$ cat src/rtl/stopwatch_ctrl_if.sv
// rtl/stopwatch_ctrl_if.sv - key inputs and control outputs of the stopwatch front end
interface stopwatch_ctrl_if;
  logic KEY_SS;
  logic KEY_CLR;
  logic EN1HZ;
  logic CLR;
  logic RUNNING;

  modport master (
    output KEY_SS,
    output KEY_CLR,
    input  EN1HZ,
    input  CLR,
    input  RUNNING
  );

  modport slave (
    input  KEY_SS,
    input  KEY_CLR,
    output EN1HZ,
    output CLR,
    output RUNNING
  );
endinterface

$ cat src/rtl/stopwatch_ctrl.sv
// rtl/stopwatch_ctrl.sv - key debounce, start/stop FSM and 1 Hz prescaler
module stopwatch_ctrl #(
  parameter int DIV        = 50_000_000,
  parameter int DEB_CYCLES = 1_000_000
) (
  input logic             CLK,
  input logic             RST,
  stopwatch_ctrl_if.slave sw
);

  localparam int PW = $clog2(DIV);
  localparam int DW = $clog2(DEB_CYCLES + 1);
  localparam logic [PW-1:0] P_LAST = PW'(DIV - 1);
  localparam logic [DW-1:0] D_LAST = DW'(DEB_CYCLES - 1);

  typedef enum logic {ST_STOP, ST_RUN} state_t;

  // bit 0 = START/STOP, bit 1 = CLEAR
  logic [1:0]    raw;
  logic [1:0]    sync1;
  logic [1:0]    sync2;
  logic [1:0]    stable;
  logic [1:0]    press;
  logic [DW-1:0] deb_cnt [2];

  state_t        state;
  state_t        state_nxt;
  logic [PW-1:0] presc;
  logic [PW-1:0] presc_nxt;
  logic          en_nxt;
  logic          clr_nxt;
  logic          en_q;
  logic          clr_q;

  assign raw = {sw.KEY_CLR, sw.KEY_SS};

  // A press pulse is emitted exactly when stable falls, i.e. stable was 1 at acceptance
  always_ff @(posedge CLK or negedge RST) begin
    if (!RST) begin
      sync1      <= 2'b11;
      sync2      <= 2'b11;
      stable     <= 2'b11;
      press      <= 2'b00;
      deb_cnt[0] <= '0;
      deb_cnt[1] <= '0;
    end else begin
      sync1 <= raw;
      sync2 <= sync1;
      for (int i = 0; i < 2; i++) begin
        press[i] <= 1'b0;
        if (sync2[i] == stable[i]) begin
          deb_cnt[i] <= '0;
        end else if (deb_cnt[i] == D_LAST) begin
          stable[i]  <= sync2[i];
          deb_cnt[i] <= '0;
          press[i]   <= stable[i];
        end else begin
          deb_cnt[i] <= deb_cnt[i] + DW'(1);
        end
      end
    end
  end

  always_ff @(posedge CLK or negedge RST) begin
    if (!RST) state <= ST_STOP;
    else      state <= state_nxt;
  end

  always_comb begin
    state_nxt = state;
    if (press[1])      state_nxt = ST_STOP;
    else if (press[0]) state_nxt = (state == ST_RUN) ? ST_STOP : ST_RUN;
  end

  // Terminal count is judged on the current state, so a stop in the same cycle still fires EN1HZ
  always_comb begin
    en_nxt    = 1'b0;
    clr_nxt   = press[1];
    presc_nxt = presc;
    if (press[1]) begin
      presc_nxt = '0;
    end else if (state == ST_RUN) begin
      if (presc == P_LAST) begin
        presc_nxt = '0;
        en_nxt    = 1'b1;
      end else begin
        presc_nxt = presc + PW'(1);
      end
    end
  end

  always_ff @(posedge CLK or negedge RST) begin
    if (!RST) begin
      presc <= '0;
      en_q  <= 1'b0;
      clr_q <= 1'b0;
    end else begin
      presc <= presc_nxt;
      en_q  <= en_nxt;
      clr_q <= clr_nxt;
    end
  end

  assign sw.EN1HZ   = en_q;
  assign sw.CLR     = clr_q;
  assign sw.RUNNING = (state == ST_RUN);

endmodule

$ cat src/flat_wrapper.sv
// flat-port wrapper written by rule: the top's interface ports become plain ports
module stopwatch_ctrl_flat 
#(
  parameter int DIV        = 50_000_000,
  parameter int DEB_CYCLES = 1_000_000
)
  (CLK, RST, sw_KEY_SS, sw_KEY_CLR, sw_EN1HZ, sw_CLR, sw_RUNNING);
  stopwatch_ctrl_if sw_i ();
  input logic CLK;
  input logic RST;
  input wire logic [$bits(sw_i.KEY_SS)-1:0] sw_KEY_SS;
  input wire logic [$bits(sw_i.KEY_CLR)-1:0] sw_KEY_CLR;
  output wire logic [$bits(sw_i.EN1HZ)-1:0] sw_EN1HZ;
  output wire logic [$bits(sw_i.CLR)-1:0] sw_CLR;
  output wire logic [$bits(sw_i.RUNNING)-1:0] sw_RUNNING;
  assign sw_i.KEY_SS = sw_KEY_SS;
  assign sw_i.KEY_CLR = sw_KEY_CLR;
  assign sw_EN1HZ = sw_i.EN1HZ;
  assign sw_CLR = sw_i.CLR;
  assign sw_RUNNING = sw_i.RUNNING;
  stopwatch_ctrl #(.DIV(DIV), .DEB_CYCLES(DEB_CYCLES)) u_core (.CLK(CLK), .RST(RST), .sw(sw_i));
endmodule
$ cat config.mk
export PLATFORM = sky130hd
export DESIGN_NAME = stopwatch_ctrl_flat
export DESIGN_NICKNAME = d
export VERILOG_FILES = /design/src/rtl/stopwatch_ctrl_if.sv /design/src/rtl/stopwatch_ctrl.sv /design/src/flat_wrapper.sv
export SDC_FILE = /design/constraint.sdc
export NUM_CORES = 1
export LEC_CHECK = 0
export BUFFER_PORTS_ARGS = -buffer_cell sky130_fd_sc_hd__buf_2
export CAP_MARGIN = 10
export CORE_UTILIZATION = 50
export CTS_CLUSTER_DIAMETER = 50
export DETAILED_ROUTE_END_ITERATION = 8
export GPL_TIMING_DRIVEN = 0
export PLACE_DENSITY = 0.73
export SYNTH_ARGS = -nofsm -noshare
export SYNTH_HDL_FRONTEND = slang
export SYNTH_SLANG_ARGS = --single-unit
$ cat constraint.sdc
create_clock -name CLK -period 2.15 [get_ports CLK]
set_clock_uncertainty 0.05 [all_clocks]
set_input_delay 0.3225 -clock CLK [delete_from_list [all_inputs] [get_ports CLK]]
set_output_delay 0.3225 -clock CLK [all_outputs]
set_load 0.05 [all_outputs]
# After elaboration in Yosys (flattened, before gate mapping)
# Cells that the tools add are included.
[totals]
wordCells = 42
inputBits = 4
out_inout_bits = 3
regBits = 77
[classes]
n_eq_ne = 5
n_mux = 17
reduce_logical = 4
n_addsub = 3
bitwise_logic = 2
[op_table]
columns = ["operator", "count"]
rows = [
  ["two-way mux 20 bit", 4],
  ["two-way mux 26 bit", 3],
  ["adder 20 x 1 -> 20 bit (second input constant)", 2],
  ["equality test 20 bit (second input constant)", 2],
  ["adder 26 x 1 -> 26 bit (second input constant)", 1],
  ["equality test 26 bit (second input constant)", 1],
  ["two-way mux 1 bit", 10],
  ["AND reduction 2 bit", 2],
  ["nonzero test 2 bit", 2],
  ["equality test 1 bit", 2],
  ["NOT 1 bit", 2],
]

# Longest topological paths before layout
# Gate-level depths: netlist of run 1.
[depth]
ltp_word = 4
ltp_mapped = 7
ltp_nobuf = 5

# Worst setup path before layout of run 1
# No wires, ideal clock.
[synth_path]
kind = "register to register"
from = "register u_core.presc[0]"
to = "register u_core.presc[18]"
synth_period_minus_slack_ns = 2.173
path_stages_with_launch = 8
slack_ns = -0.023
required_time_ns = 1.970
setup_time_ns = 0.130
arrival_ns = 1.993
path_buffers = 2
cell_sequence = "dfrtp_1 > ha_1 > or4b_2 > nor4_1 > a41o_1 > buf_4 > buf_4 > a21oi_1"
[synth_between]
elab_chain_len = 4
word_cells_on_any_way = 5
cone_classes = "1 x add/sub; 1 x eq/ne; 3 x mux"
[synth_lines]
columns = ["item", "line", "text"]
rows = [
  ["start, declared", "stopwatch_ctrl.sv:28", "logic [PW-1:0] presc;"],
  ["start signal, assigned", "stopwatch_ctrl.sv:98", "presc <= presc_nxt;"],
  ["adder 26 x 1 -> 26 bit or equality test 26 bit (tied branches)", "stopwatch_ctrl.sv:87, stopwatch_ctrl.sv:83", ""],
  ["two-way mux 26 bit *", "stopwatch_ctrl.sv:83", "if (presc == P_LAST) begin"],
  ["two-way mux 26 bit *", "stopwatch_ctrl.sv:82", "end else if (state == ST_RUN) begin"],
  ["two-way mux 26 bit *", "stopwatch_ctrl.sv:80", "if (press[1]) begin"],
]
# Every way passes the cells marked *; elsewhere a longest branch is shown, timed or not. The select of a mux whose other input is x is not followed.
# A chain may end at the register's enable or synchronous reset.

# Final worst setup path of run 1
[layout_path]
from = "register u_core.presc[12]"
to = "register u_core.presc[19]"
# The elaborated chain is that of the path after synthesis.

==> results of run 1 <==
[report_power, final]
part	switching, mW	internal (mW)	total [mW]
sequential	0.0113	1.46	1.47
clock	0.509	0.572	1.08
combinational	0.0509	0.0260	0.0769
total	0.571	2.06	2.63
[cell families after synthesis]
logic type,count (synthesis),synth area share
and+or+nand+nor,178,0.260
DFF,77,0.510
AOI/OAI and AO/OA,60,0.103
xor gates and xnor gates,37,0.0854
buffers and inverters,22,0.0264
adders and majority gates,3,0.00989
muxes,2,0.00593
[layout make-up]
type | instances | share of cell area
Inverter | 12 | 0.0104
Multi-Input combinational cell | 280 | 0.426
Clock inverter | 3 | 0.0107
Buffer | 10 | 0.0144
Sequential cell | 77 | 0.447
Tap cell | 99 | 0.0285
Clock buffer | 13 | 0.0343
Timing Repair Buffer | 15 | 0.0288
[path summary, 6_finish.rpt]
path	from	to	slack, ns	depth (start not counted)
worst max-delay path	u_core.presc[12]	u_core.presc[19]	0.07	5
worst min-delay path	sw_KEY_SS	u_core.sync1[0]	0.02	1
worst max register to register	u_core.presc[12]	u_core.presc[19]	0.07	5
worst min register to register	u_core.sync1[0]	u_core.sync2[0]	0.31	0
max in group asynchronous	RST	u_core.sync2[1]	1.03	3
min in group asynchronous	RST	u_core.presc[17]	0.39	2
[what timing repair did]
| action | in CTS | in global routing |
|---|---|---|
| gates resized for setup | 11 | 10 |
| hold endpoints to repair | 27 | 1 |
| cloned | 0 | 0 |
| buffers inserted | 3 | 3 |
| hold buffers | 1 | 1 |
| endpoints found under the setup margin | 50 | 15 |
| pin swaps | 2 | 3 |
[critical path, cell delays in order (launching register included)]
cell     delay (ns)
dfrtp_1        0.41
nand3_1        0.15
or4_4          0.58
buf_6          0.16
or4_1          0.50
a21oi_1        0.15
[layer usage]
layer / wire, um / global-route usage / part of all wire / vias up
met3: 266 / 0.0628 / 0.034 / 6
met5: 0 / 0 / 0 / -
met4: 67 / 0.0476 / 0.0087 / 0
met1: 3570 / 0.279 / 0.46 / 1470
li1: - / - / - / 1436
met2: 3810 / 0.345 / 0.49 / 43
[cells in the final DEF (no fill, tap or decap), types with 2 or more instances in the layout]
cell type | Yosys | layout
o21ai_0 | 11 | 11
mux2_2 | 2 | 2
a41o_1 | 2 | 2
a21oi_1 | 26 | 26
nor4_1 | 8 | 6
and2_1 | 4 | 4
nand4_1 | 16 | 16
dfstp_2 | 6 | 6
inv_1 | 12 | 12
xnor2_1 | 22 | 22
buf_6 | 1 | 3
nand3_1 | 19 | 17
buf_2 | 2 | 7
or2_2 | 2 | 2
dfrtp_1 | 71 | 66
and3_1 | 7 | 7
dlygate4sd3_1 | 0 | 2
xor2_1 | 15 | 15
clkbuf_8 | 0 | 10
nor4b_1 | 3 | 3
or3_1 | 12 | 12
or4b_4 | 0 | 2
and4_1 | 4 | 4
dfrtp_2 | 0 | 5
nand3_2 | 1 | 2
nor2_1 | 44 | 44
buf_4 | 2 | 7
nor4_4 | 0 | 2
or4_4 | 1 | 3
nor3_1 | 9 | 9
nand2_1 | 21 | 21
or4_1 | 17 | 15
nor3b_1 | 3 | 3
o31ai_1 | 15 | 15
clkbuf_1 | 5 | 8
[flip-flops by register name, indices dropped and copies added (netlist names)]
register           flops
u_core.deb_cnt        40
u_core.presc          26
u_core.press           2
u_core.stable          2
u_core.sync1           2
u_core.sync2           2
u_core.sw.CLR          1
u_core.sw.EN1HZ        1
u_core.sw.RUNNING      1
[through the flow]
step                power [mW]  setup TNS [ns]
global route              2.74               0
finish                    2.63               0
detailed placement        1.57           -7.75
floorplan                 1.53               0
CTS                       2.66               0
global placement          1.57           -5.49
==> reports/results.ini, run 1 <==
[run_status]
status = completed

[finish]
design_area_um2 = 4340
multi_input_area_um2 = 1850
fin_cells = 509
utilization = 0.596
nets = 412
fillCellCount = 622
drive_above_1_share = 0.151
antenna_cells = 0
area_delta_synth_final_pct = 14.4
regArea_um2 = 1940

[placement]
gp_congestion = 0.774
post_dp_cell_area_um2 = 3990
port_buffers = 6
place_ws_ns = -0.339
place_inst = 485
dpl.hpwl_um = 5130

[yosys]
synth_top_area_frac = 0.468
synth-edff-count = 0
ys_top_cells_by_count = dfrtp_1 (71), nor2_1 (44), a21oi_1 (26), xnor2_1 (22), nand2_1 (21)
async_flop_share = 1.00
syn_area_um2 = 3800
ys.flop_type = dfrtp_1
synth-seq-cells = 77
yosys_warnings = 0
avgSynthCellArea_um2 = 10.0
synthCells = 379
syn-num-nets = 386
synth_cell_type_count = 42
yosys-top-cells-area = dfrtp_1 (47%), xnor2_1 (5.1%), nor2_1 (4.4%)
yosysMostFrequentCell = dfrtp_1
netlist.top_cell.by_area = dfrtp_1
yosysSeqAreaShare = 0.510

[power]
irDropWorstVdd_uv = 417
powerDensity_nw_per_um2 = 606
leakagePower_nw = 1.74

[drt]
routedWlPerCell_um = 15.2
drt_iter0_drc = 153
ant_nets = 0
routed_wl_um = 7710
via_count = 2955
drc = 0
vias_per_cell = 5.81
drt_pre_antenna_iters = 4

[timing]
hold_viol = 0
tightest_slew_ns = 0.736
period_needed_ns = 2.08
slew_viol_final = 0
finalWorstSetupSlack_ns = 0.0679
period_share = 0.968
max_freq_mhz = 480
timing.slew.headroom = 0.509
setup_viol = 0
rsz0062_at_grt = false
hold_slack_ns = 0.0195

[floorplan]
initial_core_util = 0.521
num_io_pins = 7
die_h_um = 89.1
die-area_um2 = 7950
core_area_um2 = 7290
fp-row-count = 31
fp.dieW_um = 89.1

[setup_path]
cp.arrival_ns = 2.30
worst_setup_path_start_kind = flip-flop
cp.required_ns = 2.37
critical_path_class = flip-flop to flip-flop
cp-end-kind = flip-flop
crit_path_max_fanout = 10

[cts]
cts_buffers = 9
h-tree-depth = 3
clock_latency_ns = 0.35
cts_tree = built
clock-sinks = 77
cts_root_buf = clkbuf_8
clkSlewWorstSetupHoldPaths_ns = 0.08
cts_buffer_depth = 2

[global_route]
grtUsageTotal = 0.211
grt_overflow = 0
grt_first_pass_wirelength_um = 12800
grt_pass1_vias = 2779
antenna_found_initial = 0
grt_max_degree = 51

[hold_path]
hold_class = input port to flip-flop

[run]
max_cap_violations = 0

(Power assumes the default switching activity.)
==> run 2: changes to the inputs <==
Settings changed: ABC_AREA from default to 1.
==> reports/results.ini, run 2 <==
[floorplan]
core_area_um2 = 8300  ; +14%
die-area_um2 = 9020  ; +14%
num_io_pins = 7  ; unchanged
die_h_um = 95.0  ; +6.5%
initial_core_util = 0.521  ; about the same
fp-row-count = 33  ; +6.5%
fp.dieW_um = 95.0  ; +6.5%

[yosys]
ys.flop_type = dfrtp_1
ys_top_cells_by_count = nand2_1 (133), nor2_1 (132), dfrtp_1 (71), inv_1 (63), nand3_1 (52)
synth-adder-area-share = 0.00869  ; -0.00120
yosys-top-cells-area = dfrtp_1 (41%), nand2_1 (12%), nor2_1 (11%)
synth-seq-cells = 77  ; unchanged
yosys_warnings = 0  ; unchanged
synth_compound_area_frac = 0.0235  ; -0.0797
yosysMostFrequentCell = nand2_1
synth-xor-area-share = 0.0567  ; -0.0286
muxShareOfSynthArea = 0.00261  ; -0.00333
synth-edff-count = 0  ; unchanged
synth_top_family_by_area = simple AND/OR/NAND/NOR gates
synth_top_area_frac = 0.411  ; -0.0569
netlist.top_cell.by_area = dfrtp_1
async_flop_share = 1.00  ; unchanged
synth_cell_type_count = 31  ; -26%
syn-num-nets = 585  ; +52%
yosysSeqAreaShare = 0.448  ; -0.0620
synthSimpleGateAreaFrac = 0.396  ; +0.137
synthCells = 578  ; +53%
syn_area_um2 = 4320  ; +14%
avgSynthCellArea_um2 = 7.48  ; -25%

[power]
irDropWorstVdd_uv = 446  ; +7.0%
powerDensity_nw_per_um2 = 647  ; +6.7%
p_total_mw = 3.12  ; +18%
leakagePower_nw = 2.10  ; +20%

[global_route]
grt_first_pass_wirelength_um = 15500  ; +21%
grtUsageTotal = 0.225  ; +0.0143
antenna_found_initial = 0  ; unchanged
grt_max_degree = 50  ; -2.0%
grt_overflow = 0  ; unchanged
grt_pass1_vias = 3423  ; +23%

[timing]
timing.slew.headroom = 0.731  ; +0.223
tightest_slew_ns = 0.403  ; -0.333 ns
max_freq_mhz = 586  ; +22%
tns_ns = 0  ; unchanged
slew_viol_final = 0  ; unchanged
period_share = 0.794  ; -0.174
rsz0062_at_grt = false
setup_viol = 0  ; unchanged
period_needed_ns = 1.71  ; -0.374 ns
hold_viol = 0  ; unchanged

[finish]
fillCellCount = 737  ; +18%
regMostFlops = u_core.deb_cnt
largest_register_ffs = 40  ; unchanged
antenna_cells = 0  ; unchanged
area_delta_synth_final_pct = 11.5
nets = 605  ; +47%
design_area_um2 = 4820  ; +11%
reg_top3 = u_core.deb_cnt x40, u_core.presc x26
utilization = 0.581  ; -0.0148
final_common_cell = nand2_1
drive_above_1_share = 0.113  ; -0.0385
final_cell_mix = nand2_1 (133), nor2_1 (132), dfrtp_1 (71), inv_1 (63), nand3_1 (52)

[setup_path]
cp.required_ns = 2.34  ; -0.03 ns
worst_setup_path_start_kind = flip-flop
cp.arrival_ns = 1.90  ; -0.40 ns
cp-end-kind = flip-flop
crit_path_max_fanout = 10  ; unchanged
critical_path_class = flip-flop to flip-flop

[drt]
routedWlPerCell_um = 12.9  ; -15%
via_count = 3619  ; +22%
drc = 0  ; unchanged
vias_per_cell = 5.11  ; -12%
ant_nets = 0  ; unchanged
drt_pre_antenna_iters = 4  ; unchanged
drt_iter0_drc = 174  ; +14%
routed_wl_um = 9120  ; +18%

[cts]
cts_buffers = 9  ; unchanged
clock-sinks = 77  ; unchanged
clock_latency_ns = 0.35  ; about the same
clkSlewWorstSetupHoldPaths_ns = 0.09  ; about the same
postCtsHoldBufs = 1  ; unchanged
postCtsSetupBuffers = 0  ; -3
cts_tree = built
cts_root_buf = clkbuf_8
cts_resized = 0  ; -11
cts_buffer_depth = 2  ; unchanged
h-tree-depth = 3  ; unchanged

[hold_path]
hold_class = input port to flip-flop

[placement]
gp_congestion = 0.930  ; +20%
port_buffers = 6  ; unchanged
dpl.hpwl_um = 6660  ; +30%
post_dp_cell_area_um2 = 4510  ; +13%

[run]
max_cap_violations = 0  ; unchanged

[run_status]
status = completed

-- run 2: changes by cell type after synthesis, sizes merged, moves of 7 or more --
cell   delta
inv      +54
nor4      -8
nor3      +7
nand3    +36
or4      -18
o31ai    -16
or3      -12
and3      -7
a21oi    -19
xnor2    -11
nor2    +106
nand2   +120
-- run 2: path summary, 6_finish.rpt --
check / start / end / slack [ns] / cells after the start
setup / recovery: u_core.presc[1] / u_core.presc[24] / 0.44 / 9
hold / removal: sw_KEY_SS / u_core.sync1[0] / 0.02 / 1
setup reg to reg: u_core.presc[1] / u_core.presc[24] / 0.44 / 9
max in group asynchronous: RST / u_core.sync1[0] / 1.04 / 3
hold reg to reg: u_core.sync1[1] / u_core.sync2[1] / 0.31 / 0
min in group asynchronous: RST / u_core.presc[17] / 0.38 / 2
-- run 2: critical path, cell delays in order (launching register included) --
cell	delay, ns
dfrtp_1	0.40
ha_1	0.19
nand2_2	0.09
nor2_4	0.18
nand2_1	0.08
nor2_2	0.13
nand4_2	0.09
nand2_2	0.14
buf_6	0.17
nor2_1	0.06
-- run 2: cell families after synthesis --
| group | Yosys count |
|---|---|
| xor gates and xnor gates | 28 |
| adders and majority gates | 3 |
| muxes | 1 |
| DFF | 77 |
| buffers and inverters | 70 |
| and+or+nand+nor | 381 |
| AOI/OAI and AO/OA | 18 |
-- run 2: area by class of cell --
cell class	instances	area, um2	share of cell area
Inverter	67	251	0.0522
Multi-Input combinational cell	431	2110	0.437
Clock buffer	10	128	0.0265
Tap cell	105	131	0.0273
Timing Repair Buffer	9	80.1	0.0166
Clock inverter	6	159	0.0330
Buffer	3	27.5	0.00571
Sequential cell	77	1930	0.401
-- run 2: routing by layer --
metal	GRT usage	wire, um	vias up
li1	-	-	1855
met1	0.298	4290	1663
met2	0.365	4290	86
met3	0.0419	366	15
met4	0.0871	175	0
met5	0	0	-
-- run 2: power by group --
part / internal, mW / leakage, nW / switching [mW]
registers: 1.46 / 1.05 / 0.00966
logic: 0.0238 / 0.909 / 0.0561
clock network: 1.01 / 0.141 / 0.556
-- run 2: through the flow --
step                hold slack (ns)  cells  setup slack, ns
floorplan                   -0.0231    578            0.490
global placement              0.297    689            0.182
detailed placement            0.233    690            0.463
CTS                         0.00210    707            0.435
global route                0.00216    708            0.257
finish                       0.0229    708            0.442
==> run 3: changes to the inputs <==
Settings changed: ABC_AREA 1 to 0, PLACE_DENSITY 0.73 to 0.71.
Clock period 2.15 ns to 1.6 ns, I/O delays scaled along.
==> reports/results.ini, run 3 (synthesis results as in run 1) <==
[cts]
cts_buffers = 9  ; unchanged
h-tree-depth = 3  ; unchanged
cts_tree = built
cts_buffer_depth = 2  ; unchanged
cts_root_buf = clkbuf_8
clock-sinks = 77  ; unchanged
clock_latency_ns = 0.34  ; about the same
clkSlewWorstSetupHoldPaths_ns = 0.08  ; about the same

[finish]
utilization = 0.706  ; +0.125
final_cell_mix = dfrtp_1 (59), buf_4 (54), nor2_2 (23), xnor2_1 (22)
regMostFlops = u_core.deb_cnt
nets = 467  ; -23%
largest_register_ffs = 40  ; unchanged
antenna_cells = 0  ; unchanged
final_common_cell = dfrtp_1
drive_above_1_share = 0.422  ; +0.310
area_delta_synth_final_pct = 35.6
fin_cells = 563  ; -20%
reg_top3 = u_core.deb_cnt x40, u_core.presc x26
fillCellCount = 533  ; -28%

[drt]
ant_nets = 0  ; unchanged
routedWlPerCell_um = 16.4  ; +27%
vias_per_cell = 5.79  ; +13%
drt_pre_antenna_iters = 4  ; unchanged
drt_iter0_drc = 236  ; +36%
routed_wl_um = 9240  ; +1.3%
via_count = 3259  ; -9.9%
drc = 0  ; unchanged

[timing]
timing.slew.headroom = 0.670  ; -0.0619
tightest_slew_ns = 0.496  ; +0.0928 ns
slew_viol_final = 0  ; unchanged
max_freq_mhz = 513  ; -12%
tns_ns = -13.76  ; -13.76 ns
finalWorstSetupSlack_ns = -0.349  ; -0.791 ns
rsz0062_at_grt = true
period_share = 1.22  ; +0.424
period_needed_ns = 1.95  ; +0.241 ns
hold_viol = 0  ; unchanged
setup_viol = 64  ; +64

[run_status]
violations = negative setup slack
status = finished with violations

[setup_path]
crit_path_max_fanout = 10  ; unchanged
cp_top_family = simple AND/OR/NAND/NOR gates
cpMaxStageDelayCell = or4b_4
cp.arrival_ns = 2.12  ; +0.22 ns
cpPeakStageDelay_ns = 0.54  ; +0.14 ns
crit_cells = 6  ; -3
cp-end-kind = flip-flop
worst_setup_path_start_kind = flip-flop
cp.required_ns = 1.77  ; -0.57 ns
path_cells = or4b_4, nor4_4, a41o_1, buf_6, buf_8, a21oi_1
ff2ff_path_depth = 6  ; -3
critical_path_class = flip-flop to flip-flop
path_buf_inv = 2  ; +1

[floorplan]
fp.dieW_um = 89.1  ; -6.1%
num_io_pins = 7  ; unchanged
die_h_um = 89.1  ; -6.1%
fp-row-count = 31  ; -6.1%
initial_core_util = 0.521  ; about the same
core_area_um2 = 7290  ; -12%
die-area_um2 = 7950  ; -12%

[placement]
dpl.hpwl_um = 5190  ; -22%
gp_congestion = 0.786  ; -15%
port_buffers = 6  ; unchanged
place_inst = 485  ; -30%

[global_route]
antenna_found_initial = 0  ; unchanged
grtUsageTotal = 0.242  ; +0.0170
grt_first_pass_wirelength_um = 14700  ; -5.5%
grt_overflow = 0  ; unchanged
grt_pass1_vias = 3156  ; -7.8%
grt_max_degree = 41  ; -18%

[hold_path]
hold_class = flip-flop to flip-flop
hold_depth = 0  ; -1

[run]
max_cap_violations = 0  ; unchanged

[power]
p_total_mw = 3.45  ; +11%
leakagePower_nw = 2.08  ; -0.86%
irDropWorstVdd_uv = 462  ; +3.5%
powerDensity_nw_per_um2 = 671  ; +3.7%

-- run 3: area by class of cell --
cell class                 count  area (um2)  share of cell area
timing repair buffer          71         583               0.113
tap                           99         124              0.0241
inverter                      12        45.0             0.00875
sequential                    77        1950               0.379
clock inverter                 3        23.8             0.00462
multi-input combinational    280        2190               0.426
clock buffer                  12         145              0.0282
buffer                         9        87.6              0.0170
-- run 3: final timing paths --
path,startpoint,to,slack [ns]
setup / recovery,u_core.presc[7],u_core.presc[19],-0.35
setup reg to reg,u_core.presc[7],u_core.presc[19],-0.35
hold / removal,u_core.sync1[1],u_core.sync2[1],0.31
hold reg to reg,u_core.sync1[1],u_core.sync2[1],0.31
min in group asynchronous,RST,u_core.presc[0],0.35
max in group asynchronous,RST,u_core.sync1[0],0.51
-- run 3: per-stage QoR --
stage | hold WS (ns) | setup slack, ns | instance area [um2]
6_report | 0.309 | -0.349 | 5150
3_3_place_gp | 0.295 | -0.484 | 4090
3_5_place_dp | 0.189 | -0.515 | 4120
5_1_grt | 0.316 | -0.405 | 5150
2_1_floorplan | -0.106 | -0.334 | 3940
4_1_cts | 0.309 | -0.377 | 4850
-- run 3: per-layer routing --
layer / global-route usage / wire length [um]
met4: 0.0606 / 83
met3: 0.0637 / 251
met1: 0.306 / 4080
met2: 0.417 / 4830
met5: 0 / 0
-- run 3: timing repair --
action / in CTS / in global routing
pin swaps: 30 / 12
gates cloned: 3 / 0
endpoints found under the hold margin: 36 / 0
buffers inserted: 42 / 16
hold buffers: 3 / 0
gates resized for setup: 50 / 54
endpoints found under the setup margin: 64 / 68
-- run 3: power by group --
part	total, mW	internal, mW	switching [mW]
clock	1.30	0.601	0.698
combinational	0.170	0.0771	0.0927
sequential	1.98	1.97	0.0172
-- run 3: worst reg2reg max path, delay by kind of cell, from the launching register on --
family	cells	cell delay [ns]
AND/OR/NAND/NOR	2	0.82
flip-flops	1	0.45
AO/OA/AOI/OAI	2	0.28
buffers and inverters	2	0.25
